File: src/rtl/streamlined_mul_add_8bit.sv
// Sequential signed 8x8 shift-add multiplier with optional signed addend (16-bit result).
// Define MULADD_ADDEND_EN to latch the addend at start and add it at completion.
`timescale 1ns/1ps

module streamlined_mul_add_8bit (
  input  logic        clk,
  input  logic        rst_n,
  input  logic        start_sig,
  input  logic [7:0]  multiplicand,
  input  logic [7:0]  multiplier,
  input  logic [7:0]  addend,
  output logic        busy_sig,
  output logic        done_sig,
  output logic [15:0] product,
  output logic [1:0]  dbg_state_o
);

  // Handshake: start_sig is sampled only while idle; busy_sig is high from the
  // cycle after acceptance until done_sig, which pulses for exactly one cycle
  // alongside the new product value. Requests while busy are dropped.

  localparam logic [1:0] S_IDLE = 2'd0;
  localparam logic [1:0] S_ITER = 2'd1;
  localparam logic [1:0] S_DONE = 2'd2;

  logic [1:0]  state_q, state_d;
  logic [2:0]  cnt_q, cnt_d;
  logic [7:0]  a_mag_q, a_mag_d;
  logic [7:0]  b_mag_q, b_mag_d;
  logic        neg_q, neg_d;
  logic [15:0] acc_q, acc_d;
  logic [15:0] prod_q, prod_d;
  logic        done_q, done_d;
  logic        busy_q, busy_d;

  logic [7:0]  a_abs;
  logic [7:0]  b_abs;
  logic [15:0] partial;
  logic [15:0] signed_acc;
  logic [15:0] c_ext;

  // Negating 0x80 in 8 bits yields 0x80, which read as unsigned is the correct 128.
  assign a_abs      = multiplicand[7] ? 8'(-multiplicand) : multiplicand;
  assign b_abs      = multiplier[7]   ? 8'(-multiplier)   : multiplier;
  assign partial    = {8'd0, a_mag_q} << cnt_q;
  assign signed_acc = neg_q ? (16'd0 - acc_q) : acc_q;

`ifdef MULADD_ADDEND_EN
  logic [15:0] c_q, c_d;
  assign c_ext = c_q;
`else
  logic unused_addend;
  assign unused_addend = ^addend;
  assign c_ext = 16'd0;
`endif

  always_comb begin
    state_d = state_q;
    cnt_d   = cnt_q;
    a_mag_d = a_mag_q;
    b_mag_d = b_mag_q;
    neg_d   = neg_q;
    acc_d   = acc_q;
    prod_d  = prod_q;
    done_d  = 1'b0;
    busy_d  = busy_q;
`ifdef MULADD_ADDEND_EN
    c_d     = c_q;
`endif
    case (state_q)
      S_IDLE: begin
        if (start_sig) begin
          a_mag_d = a_abs;
          b_mag_d = b_abs;
          neg_d   = multiplicand[7] ^ multiplier[7];
          acc_d   = 16'd0;
          cnt_d   = 3'd0;
          busy_d  = 1'b1;
          state_d = S_ITER;
`ifdef MULADD_ADDEND_EN
          c_d     = {{8{addend[7]}}, addend};
`endif
        end
      end
      S_ITER: begin
        if (b_mag_q[cnt_q]) begin
          acc_d = acc_q + partial;
        end
        cnt_d = cnt_q + 3'd1;
        if (cnt_q == 3'd7) begin
          state_d = S_DONE;
        end
      end
      S_DONE: begin
        // Magnitude fits in 15 bits, so the sign fix-up plus addend never overflows.
        prod_d  = signed_acc + c_ext;
        done_d  = 1'b1;
        busy_d  = 1'b0;
        state_d = S_IDLE;
      end
      default: begin
        busy_d  = 1'b0;
        state_d = S_IDLE;
      end
    endcase
  end

  always_ff @(posedge clk or negedge rst_n) begin
    if (!rst_n) begin
      state_q <= S_IDLE;
      cnt_q   <= 3'd0;
      a_mag_q <= 8'd0;
      b_mag_q <= 8'd0;
      neg_q   <= 1'b0;
      acc_q   <= 16'd0;
      prod_q  <= 16'd0;
      done_q  <= 1'b0;
      busy_q  <= 1'b0;
`ifdef MULADD_ADDEND_EN
      c_q     <= 16'd0;
`endif
    end else begin
      state_q <= state_d;
      cnt_q   <= cnt_d;
      a_mag_q <= a_mag_d;
      b_mag_q <= b_mag_d;
      neg_q   <= neg_d;
      acc_q   <= acc_d;
      prod_q  <= prod_d;
      done_q  <= done_d;
      busy_q  <= busy_d;
`ifdef MULADD_ADDEND_EN
      c_q     <= c_d;
`endif
    end
  end

  assign busy_sig    = busy_q;
  assign done_sig    = done_q;
  assign product     = prod_q;
  assign dbg_state_o = state_q;

endmodule

File: config.mk
export PLATFORM = sky130hd
export DESIGN_NAME = streamlined_mul_add_8bit
export DESIGN_NICKNAME = d
export VERILOG_FILES = /design/src/rtl/streamlined_mul_add_8bit.sv
export SDC_FILE = /design/constraint.sdc
export NUM_CORES = 1
export LEC_CHECK = 0
export BUFFER_PORTS_ARGS = -buffer_cell sky130_fd_sc_hd__buf_2
export CORE_MARGIN = 2
export CORE_UTILIZATION = 25
export DETAILED_ROUTE_END_ITERATION = 12
export GPL_TIMING_DRIVEN = 0
export SLEW_MARGIN = 10
export SYNTH_ARGS = -nofsm -noshare
export SYNTH_HDL_FRONTEND = slang
export SYNTH_SLANG_ARGS = --single-unit
File: constraint.sdc
create_clock -name clk -period 4.75 [get_ports clk]
set_input_delay 0.95 -clock clk [delete_from_list [all_inputs] [get_ports clk]]
set_output_delay 0.95 -clock clk [all_outputs]
set_load 0.03 [all_outputs]
==> Yosys cells after proc, flatten, opt, wreduce, memory -nomap -nowiden <==
Index checks and enable logic that the tools add are counted.
W data, S select, Z words.
{ "op_classes": {"n_lt_le_gt_ge": 1, "shifts": 1, "n_bitwise": 2, "reduce_logical": 7, "add_sub_neg": 5, "eq_ne": 6, "mux": 16} }
{ "op_table": {"columns": ["op", "n"], "rows": [
  ["$mux W16", 3],
  ["$pmux W16 S2", 1],
  ["$add A16 B16 Y16", 1],
  ["$mux W8", 2],
  ["$neg A8 Y8", 2],
  ["$shl A8 B3 Y16", 1],
  ["$sub A1 B16 Y16 const A", 1],
  ["$reduce_and A2 Y1", 4],
  ["$ne A2 B2 Y1 const B", 3],
  ["$pmux W3 S2", 1],
  ["$lt A3 B4 Y1 const B", 1],
  ["$mux W2", 2],
  ["$pmux W2 S2", 1],
  ["$add A3 B1 Y3 const B", 1],
  ["$bmux W1 S3", 1],
  ["$eq A3 B3 Y1 const B", 1],
  ["$mux W1", 3],
  ["$mux W3", 1],
  ["$reduce_and A3 Y1", 1],
  ["$eq A2 B1 Y1 const B", 1],
  ["$eq A2 B2 Y1 const B", 1],
  ["$logic_not A2 Y1", 1],
  ["$pmux W1 S2", 1],
  ["$reduce_bool A2 Y1", 1],
  ["2 further kinds", 2]
]} }
{ "word_totals": {"reg_bits": 56, "in_bits": 27, "out_inout_bits": 20, "wordCells": 47} }

==> Longest topological paths before layout <==
Gate-level depths: netlist (run 1).
{ "depth": {"ltp_word": 4, "ltp_mapped": 13, "depth_no_buf": 12} }

==> Worst setup path before layout (run 1) <==
No wires, ideal clock.
{ "synth_timing": {"path_kind": "reg-to-reg", "from": "reg cnt_q[0]", "to": "reg acc_q[11]", "period_less_slack_ps": 2897, "arrival_ps": 2814, "required_ps": 4667, "setup_ps": 83, "n_path_buf": 1, "path_stages_with_launch": 12, "slack_ps": 1853, "cell_sequence": "dfrtp_1 > clkbuf_1 > mux2_2 > o21ai_0 > mux2i_1 > ha_1 > o21a_1 > a21oi_1 > a21boi_0 > o21ai_0 > xnor2_1 > o21ai_0"} }
{ "synth_between": {"elab_chain_len": 4, "elab_cells_between_ends": 8, "cone_classes": "add/sub (1); eq/ne (1); shift (1); mux (4); reduce/logical (1)"} }
{ "synth_lines": {"columns": ["element", "line_no", "text"], "rows": [
  ["start: declaration", "27", "logic [2:0] cnt_q, cnt_d;"],
  ["start signal: assignment", "124", "cnt_q <= cnt_d;"],
  ["$shl A8 B3 Y16 / $bmux W1 S3 (equally long branches)", "45, 86", null],
  ["$add A16 B16 Y16 / $mux W1 (equally long branches)", "87, 86", null],
  ["$mux W16 / $ne A2 B2 Y1 (equally long branches)", null, null],
  ["$pmux W16 S2 / $reduce_and A3 Y1 (equally long branches)", null, null],
  ["end signal: assignment", "115", "acc_q <= 16'd0;"],
  ["end signal: assignment", "128", "acc_q <= acc_d;"],
  ["end: declaration", "31", "logic [15:0] acc_q, acc_d;"]
]} }
Several ways; a longest one is shown, not always the timed one. The select of a mux whose other input is x is not followed.
A chain may end at the register's enable or synchronous reset.

==> Final worst setup path (run 1) <==
Ends and elaborated chain as after synthesis.

==> metrics.txt, run 1 <==
sequential cell area fraction in the yosys report=38.1%; Post-CTS Setup Bufs=0; FF+latch count, synth=56; Clock power frac=12.7%; final wirelength=8.57 mm; worst slew pin tran=a little over 0.8 ns; Avg Inst Size Synth=roughly 8.6 um2; Crit. End Element=flip-flop; Die Y=125 um; internal power=approximately 1.6 mW; number of global-route vias before repair=3046; critical path peak fanout=10; H-tree levels=2; Crit path largest cell delay=~0.51 ns; Sw Share=47.2%; leakage power=roughly 1.9 nW; Crit-path slowest cell=dfrtp_1; GP Congestion=between 0.8 and 0.9; Reg2Reg Launch Point=cnt_q[0]; crit path cell chain=clkbuf_1, mux2_2, o21ai_0, mux2i_1, ha_1, o21a_1, a21oi_1, a21boi_0, o21ai_0, xnor2_1, o21ai_0; status=completed; f_max=~0.29 GHz; Arr. time, crit path=3.67 ns; Final Hold Fails=0; GRT Overall Usage=11.3%; Remaining DRCs=0; endpoints failing setup=0; hold path depth=2; Max Slew Vio Count=0; Hold Path Class=reg -> reg; Gate power share=between 50 and 60%; Initial Utilization=about a quarter; Detail Placement HPWL=6.87 mm; Layout Cells excl Fill=655; reg2reg end=acc_q[11]; Critical Path Most Common Cell=o21ai_0; initial antenna violation count=0; Routed Antenna Nets=0; Ports=47; routed vias=3095; CTS sink cnt=56; PostCTS Resize Cnt=0; Ys Warns=0; clk root buf=clkbuf_16; Placed Cells=647; Max-Cap Viols=0; Syn Inst Count=about 430; unrepaired setup endpoints after global routing=false; crit path launch type=flip-flop; hold wc startpoint=product[8]; R2R setup slack=1.29 ns; Post-synth EDFFs=0; worst-case headroom to the max-slew limit=44.5%; CTS Buf Count=5; largest net degree at the start of global routing=between 50 and 60; fin nets=a little over 500; Required @ worst endpoint=4.96 ns; Post-Route Hold Slack=approximately 0.47 ns; Buf/Inv on CP=1; cell row count=44; Switch Pwr=1.41 mW; total gr overflow=0; first-pass GRT wire length=about 15 mm; post-synthesis async set-or-reset flop share=100%; Worst VDD drop=between 0.2 and 0.25 mV; Synth Flop Type=dfrtp_1; Register-to-Register Path Depth=11; WL/cell=between 10 and 15 um; P per Cell Area=703 mW/mm2; mapped cell area=0.00367 mm2; fraction of layout cells with a size suffix above 1=12.5%; number of buffers added on ports=36; CTS tree=yes; syn nets=475; synth-to-layout area growth=15.3%; WHS Endpoint=product[8]; DR iter-0 viols=between 150 and 200; vias per cell=between 4 and 5; Core Area=between 0.01 and 0.015 mm2; crit path time final=3.46 ns; Synth cell types=44; die width=125 um; CTS Hold Buffers Added=0; Crit Path Category=reg -> reg; post-route setup TNS=0 ns; clk_skew=0.00245 ns; post-route clock period utilization=72.8%; power share of the sequential group=28.4%; Worst-Skew Late Latency=roughly 0.30 ns; Die Area=~0.016 mm2; clk slew on worst S/H paths=0.07 ns; Top Family by Delay on Critical Path=compound AO/OA/AOI/OAI gates; CTS max path bufs=2; number of diodes=0; Pre-Repair DR Iteration Count=4
cell usage in the layout (no fill, tap or decap), types with 3 or more instances in the layout:
| master | instances |
|---|---|
| nand2b_1 | 4 |
| xnor2_1 | 14 |
| o22ai_1 | 3 |
| clkbuf_1 | 15 |
| nor2b_1 | 8 |
| clkbuf_16 | 5 |
| nor3_1 | 4 |
| a21oi_1 | 10 |
| o21ai_0 | 59 |
| inv_1 | 13 |
| nand3_1 | 12 |
| o21a_1 | 4 |
| and2_1 | 5 |
| o31ai_1 | 10 |
| or3_1 | 11 |
| buf_2 | 36 |
| a211oi_1 | 4 |
| dfrtp_1 | 56 |
| mux2i_1 | 11 |
| o41ai_1 | 4 |
| xor2_1 | 19 |
| ha_1 | 20 |
| nor2_1 | 25 |
| mux2_2 | 5 |
| nand2_1 | 81 |
flip-flops by register name, summed over array words and instances (netlist names):
signal       count
a_mag_q          8
acc_q           16
b_mag_q          8
busy_sig         1
cnt_q            3
dbg_state_o      2
done_sig         1
neg_q            1
product         16
routing by layer:
metal	vias to the layer above	wire (um)	global-route usage [%]
met3	12	463	2.40
met4	0	101	2.68
met1	1427	4190	15.7
met5	-	0	0
met2	73	3810	18.1
li1	1583	-	-
worst max path at each step:
stage,start,to,slack [ns],cells past startpoint
floorplan,cnt_q[0],acc_q[11],1.85,11
global placement,cnt_q[0],acc_q[11],1.43,11
detailed placement,cnt_q[0],acc_q[11],1.31,11
CTS,cnt_q[0],acc_q[11],1.30,11
global route,cnt_q[0],acc_q[11],0.88,11
finish,cnt_q[0],acc_q[11],1.29,11
power groups by stage:
stage	Clock, mW	Sequential, mW	Combinational [mW]
after floorplan	0	0.951	1.23
after global placement	0	0.845	1.70
after detailed placement	0	0.860	1.76
after CTS	0.384	0.849	1.76
after global routing	0.407	0.883	1.98
final	0.377	0.847	1.75
worst reg2reg max path: stages (launching register included):
cell and delay, ns:
dfrtp_1 0.51, clkbuf_1 0.42, mux2_2 0.41, o21ai_0 0.26, mux2i_1 0.16, ha_1 0.35
o21a_1 0.21, a21oi_1 0.23, a21boi_0 0.30, o21ai_0 0.18, xnor2_1 0.16, o21ai_0 0.17
metrics by stage:
step	power, mW	setup slack (ns)	utilization [%]	area (um2)
5_1_grt	3.27	0.875	29.4	4240
6_report	2.98	1.29	29.4	4240
2_1_floorplan	2.18	1.85	-	3670
3_5_place_dp	2.62	1.31	28.3	4090
4_1_cts	2.99	1.30	29.3	4230
3_3_place_gp	2.55	1.43	28.3	4090
kinds of logic after synthesis:
| group | count (synthesis) | share of synthesized area, % |
|---|---|---|
| multiplexers | 18 | 5.75 |
| buffers and inverters | 33 | 3.92 |
| flip-flops | 56 | 38.1 |
| AO/OA/AOI/OAI | 108 | 17.7 |
| XOR/XNOR | 33 | 7.87 |
| adder cells (fa/ha/maj) | 21 | 7.35 |
| AND/OR/NAND/NOR | 158 | 19.2 |
synthesized netlist by cell type (5+ instances only):
| cell | n | area share [%] |
|---|---|---|
| xor2_1 | 19 | 4.5 |
| dfrtp_1 | 56 | 38 |
| clkbuf_1 | 15 | 1.5 |
| nand3_1 | 12 | 1.6 |
| a21oi_1 | 10 | 1.4 |
| mux2i_1 | 11 | 3.0 |
| nor2b_1 | 8 | 1.4 |
| inv_1 | 13 | 1.3 |
| nand2_1 | 81 | 8.3 |
| ha_1 | 20 | 6.8 |
| o21ai_0 | 59 | 8.0 |
| or3_1 | 11 | 1.9 |
| xnor2_1 | 14 | 3.3 |
| mux2_2 | 5 | 1.5 |
| nor2_1 | 25 | 2.6 |
| and2_1 | 5 | 0.85 |
| o31ai_1 | 10 | 2.0 |
final cells by class:
type	instances	area [um2]
Fill cell	1563	10200
Multi-Input combinational cell	338	2130
Sequential cell	56	1400
Tap cell	184	230
Timing Repair Buffer	36	183
Clock buffer	5	125
Buffer	20	95.1
Inverter	13	48.8
Clock inverter	3	22.5
Note: power is estimated with default switching activity, not from simulation.
==> run 2: changes to the inputs <==
Settings changed: ABC_AREA set to 1.
Clock period 4.75 ns to 3.2 ns, I/O delays scaled along.
==> metrics.txt, run 2 <==
status=completed; post-route clock period utilization=87.7% (+15 points); largest net degree at the start of global routing=57 (unchanged); crit path launch type=flip-flop; Hold Path Class=in -> async; Max Slew Vio Count=0 (unchanged); routed vias=3635 (+17%); critical path peak fanout=10 (unchanged); Remaining DRCs=0 (unchanged); die width=130 um (+4.1%); number of buffers added on ports=38 (+5.6%); Routed Antenna Nets=0 (unchanged); mapped cell area=0.00399 mm2 (+8.6%); pre-CTS WS=0.422 ns (-0.889 ns); clk slew on worst S/H paths=0.07 ns (about the same); Area contributors post-synth=dfrtp_1 35%, nand2_1 17%, inv_1 6.6%; clk root buf=clkbuf_16; Post-CTS Setup Bufs=0 (unchanged); post-route setup TNS=0 ns (unchanged); Arr. time, crit path=3.00 ns (-0.67 ns); Ports=47 (unchanged); number of global-route vias before repair=3378 (+11%); Finished Cell Area=0.00461 mm2 (+8.8%); Yosys top cell area share=35.1% (-3.0 points); initial antenna violation count=0 (unchanged); vias per cell=4.36 (-7.8%); CTS Buf Count=5 (unchanged); Synth cell types=38 (-14%); Core Area=0.0158 mm2 (+9.3%); f_max=0.356 GHz (+23%); Initial Utilization=25.3% (-0.17 points); total gr overflow=0 (unchanged); WL/cell=11.3 um (-14%); top cells by count, synth=184 x nand2_1, 70 x inv_1, 56 x dfrtp_1; Required @ worst endpoint=3.39 ns (-1.57 ns); final wirelength=9.42 mm (+10%); Final Util=29.2% (-0.13 points); syn nets=622 (+31%); Worst-Skew Late Latency=0.30 ns (about the same); cell taking the most area after synthesis=dfrtp_1; first-pass GRT wire length=16.2 mm (+10%); Syn Inst Count=574 (+34%); FF+latch count, synth=56 (unchanged); worst-case headroom to the max-slew limit=51.8% (+7.3 points); synth-to-layout area growth=15.5%; CTS max path bufs=2 (unchanged); dpl cell area=0.00445 mm2 (+9.0%); CTS Hold Buffers Added=0 (unchanged); GP Congestion=0.847 (+1.2%); post-synthesis async set-or-reset flop share=100% (unchanged); most instantiated library cell after synthesis=nand2_1; Die Y=130 um (+4.1%); Max-Cap Viols=0 (unchanged); GRT Overall Usage=11.9% (+0.63 points); fraction of layout cells with a size suffix above 1=11.8% (-0.71 points); number of diodes=0 (unchanged); PostCTS Resize Cnt=0 (unchanged); sequential cell area fraction in the yosys report=35.1% (-3.0 points); Crit Path Category=reg -> reg; H-tree levels=2 (unchanged); DR iter-0 viols=138 (-12%); Avg Inst Size Synth=6.95 um2 (-19%); P per Cell Area=1070 mW/mm2 (+52%); Die Area=0.0170 mm2 (+8.3%); Post-synth EDFFs=0 (unchanged); clk_skew=0.00381 ns (+0.00136 ns); leading cell types in the layout, fill and taps excluded=184 x nand2_1, 70 x inv_1, 56 x dfrtp_1, 46 x nand3_1, 43 x buf_2; Final WS setup=0.394 ns (-0.898 ns); endpoints failing setup=0 (unchanged); leakage power=2.43 nW (+26%); unrepaired setup endpoints after global routing=false; Ys Warns=0 (unchanged); Final Hold Fails=0 (unchanged); most common cell after layout, fill and taps aside=nand2_1; Detail Placement HPWL=7.48 mm (+8.8%); CTS tree=yes; Crit. End Element=flip-flop; cell row count=46 (+4.5%); worst slew pin tran=0.723 ns (-0.0995 ns); Synth Flop Type=dfrtp_1; Pre-Repair DR Iteration Count=4 (unchanged); crit path time final=2.81 ns (-0.652 ns); fin nets=667 (+29%); Worst VDD drop=0.347 mV (+51%); CTS sink cnt=56 (unchanged)
run 2: layout make-up:
| class | instances | area, um2 |
|---|---|---|
| fill | 1776 | 11200 |
| multi-input combinational | 427 | 2200 |
| sequential | 56 | 1400 |
| inverter | 75 | 289 |
| tap | 216 | 270 |
| timing repair buffer | 38 | 193 |
| clock buffer | 5 | 125 |
| buffer | 16 | 105 |
| clock inverter | 1 | 30.0 |
run 2: report_power, final:
| part | internal, mW | total [mW] | switching (mW) |
|---|---|---|---|
| Clock | 0.361 | 0.603 | 0.242 |
| Sequential | 1.01 | 1.27 | 0.255 |
| Combinational | 1.08 | 3.06 | 1.99 |
run 2: routing by layer:
metal	global-route usage [%]	vias to the layer above	part of all wire (%)
met5	0	-	0
met4	3.07	0	1.3
met3	2.21	11	4.9
met2	18.8	65	42
met1	16.9	1611	52
li1	-	1948	-
run 2: critical path, stage by stage (launching register included):
cell and delay, ns:
dfrtp_1 0.40, buf_6 0.16, buf_2 0.18, o21ai_0 0.27, nand2_1 0.12, nor2_1 0.21, inv_1 0.09, fa_1 0.43
inv_1 0.07, nand3_1 0.06, nand2_1 0.15, nand2_1 0.07, nand2_1 0.13, nand3_1 0.12, nand2_1 0.09, nand2_1 0.05
nand3_1 0.06, nand2_1 0.05
run 2: kinds of logic after synthesis:
| group | count (synthesis) | synth area share [%] |
|---|---|---|
| buf+inv | 91 | 9.87 |
| simple gates | 297 | 31.3 |
| compound gates | 89 | 12.4 |
| fa+ha+maj | 21 | 6.77 |
| mux | 4 | 1.00 |
| xor+xnor | 16 | 3.51 |
| flops | 56 | 35.1 |
run 2: through the flow:
stage | hold WS [ns] | power [mW] | std cells
final | 0.404 | 4.93 | 834
after global routing | 0.468 | 5.49 | 834
after CTS | 0.431 | 4.97 | 834
after detailed placement | 0.462 | 4.35 | 828
after global placement | 0.460 | 4.32 | 828
after floorplan | 0.344 | 3.61 | 574
run 2: worst paths after layout:
check	start	endpoint	slack [ns]	cells past startpoint
min	rst_n	product[4]	0.40	1
max reg2reg	cnt_q[0]	acc_q[14]	0.39	17
min in group clk	busy_sig	busy_sig	0.47	2
max	cnt_q[0]	acc_q[14]	0.39	17
max in group asynchronous	rst_n	product[6]	2.33	1
min reg2reg	busy_sig	busy_sig	0.47	2
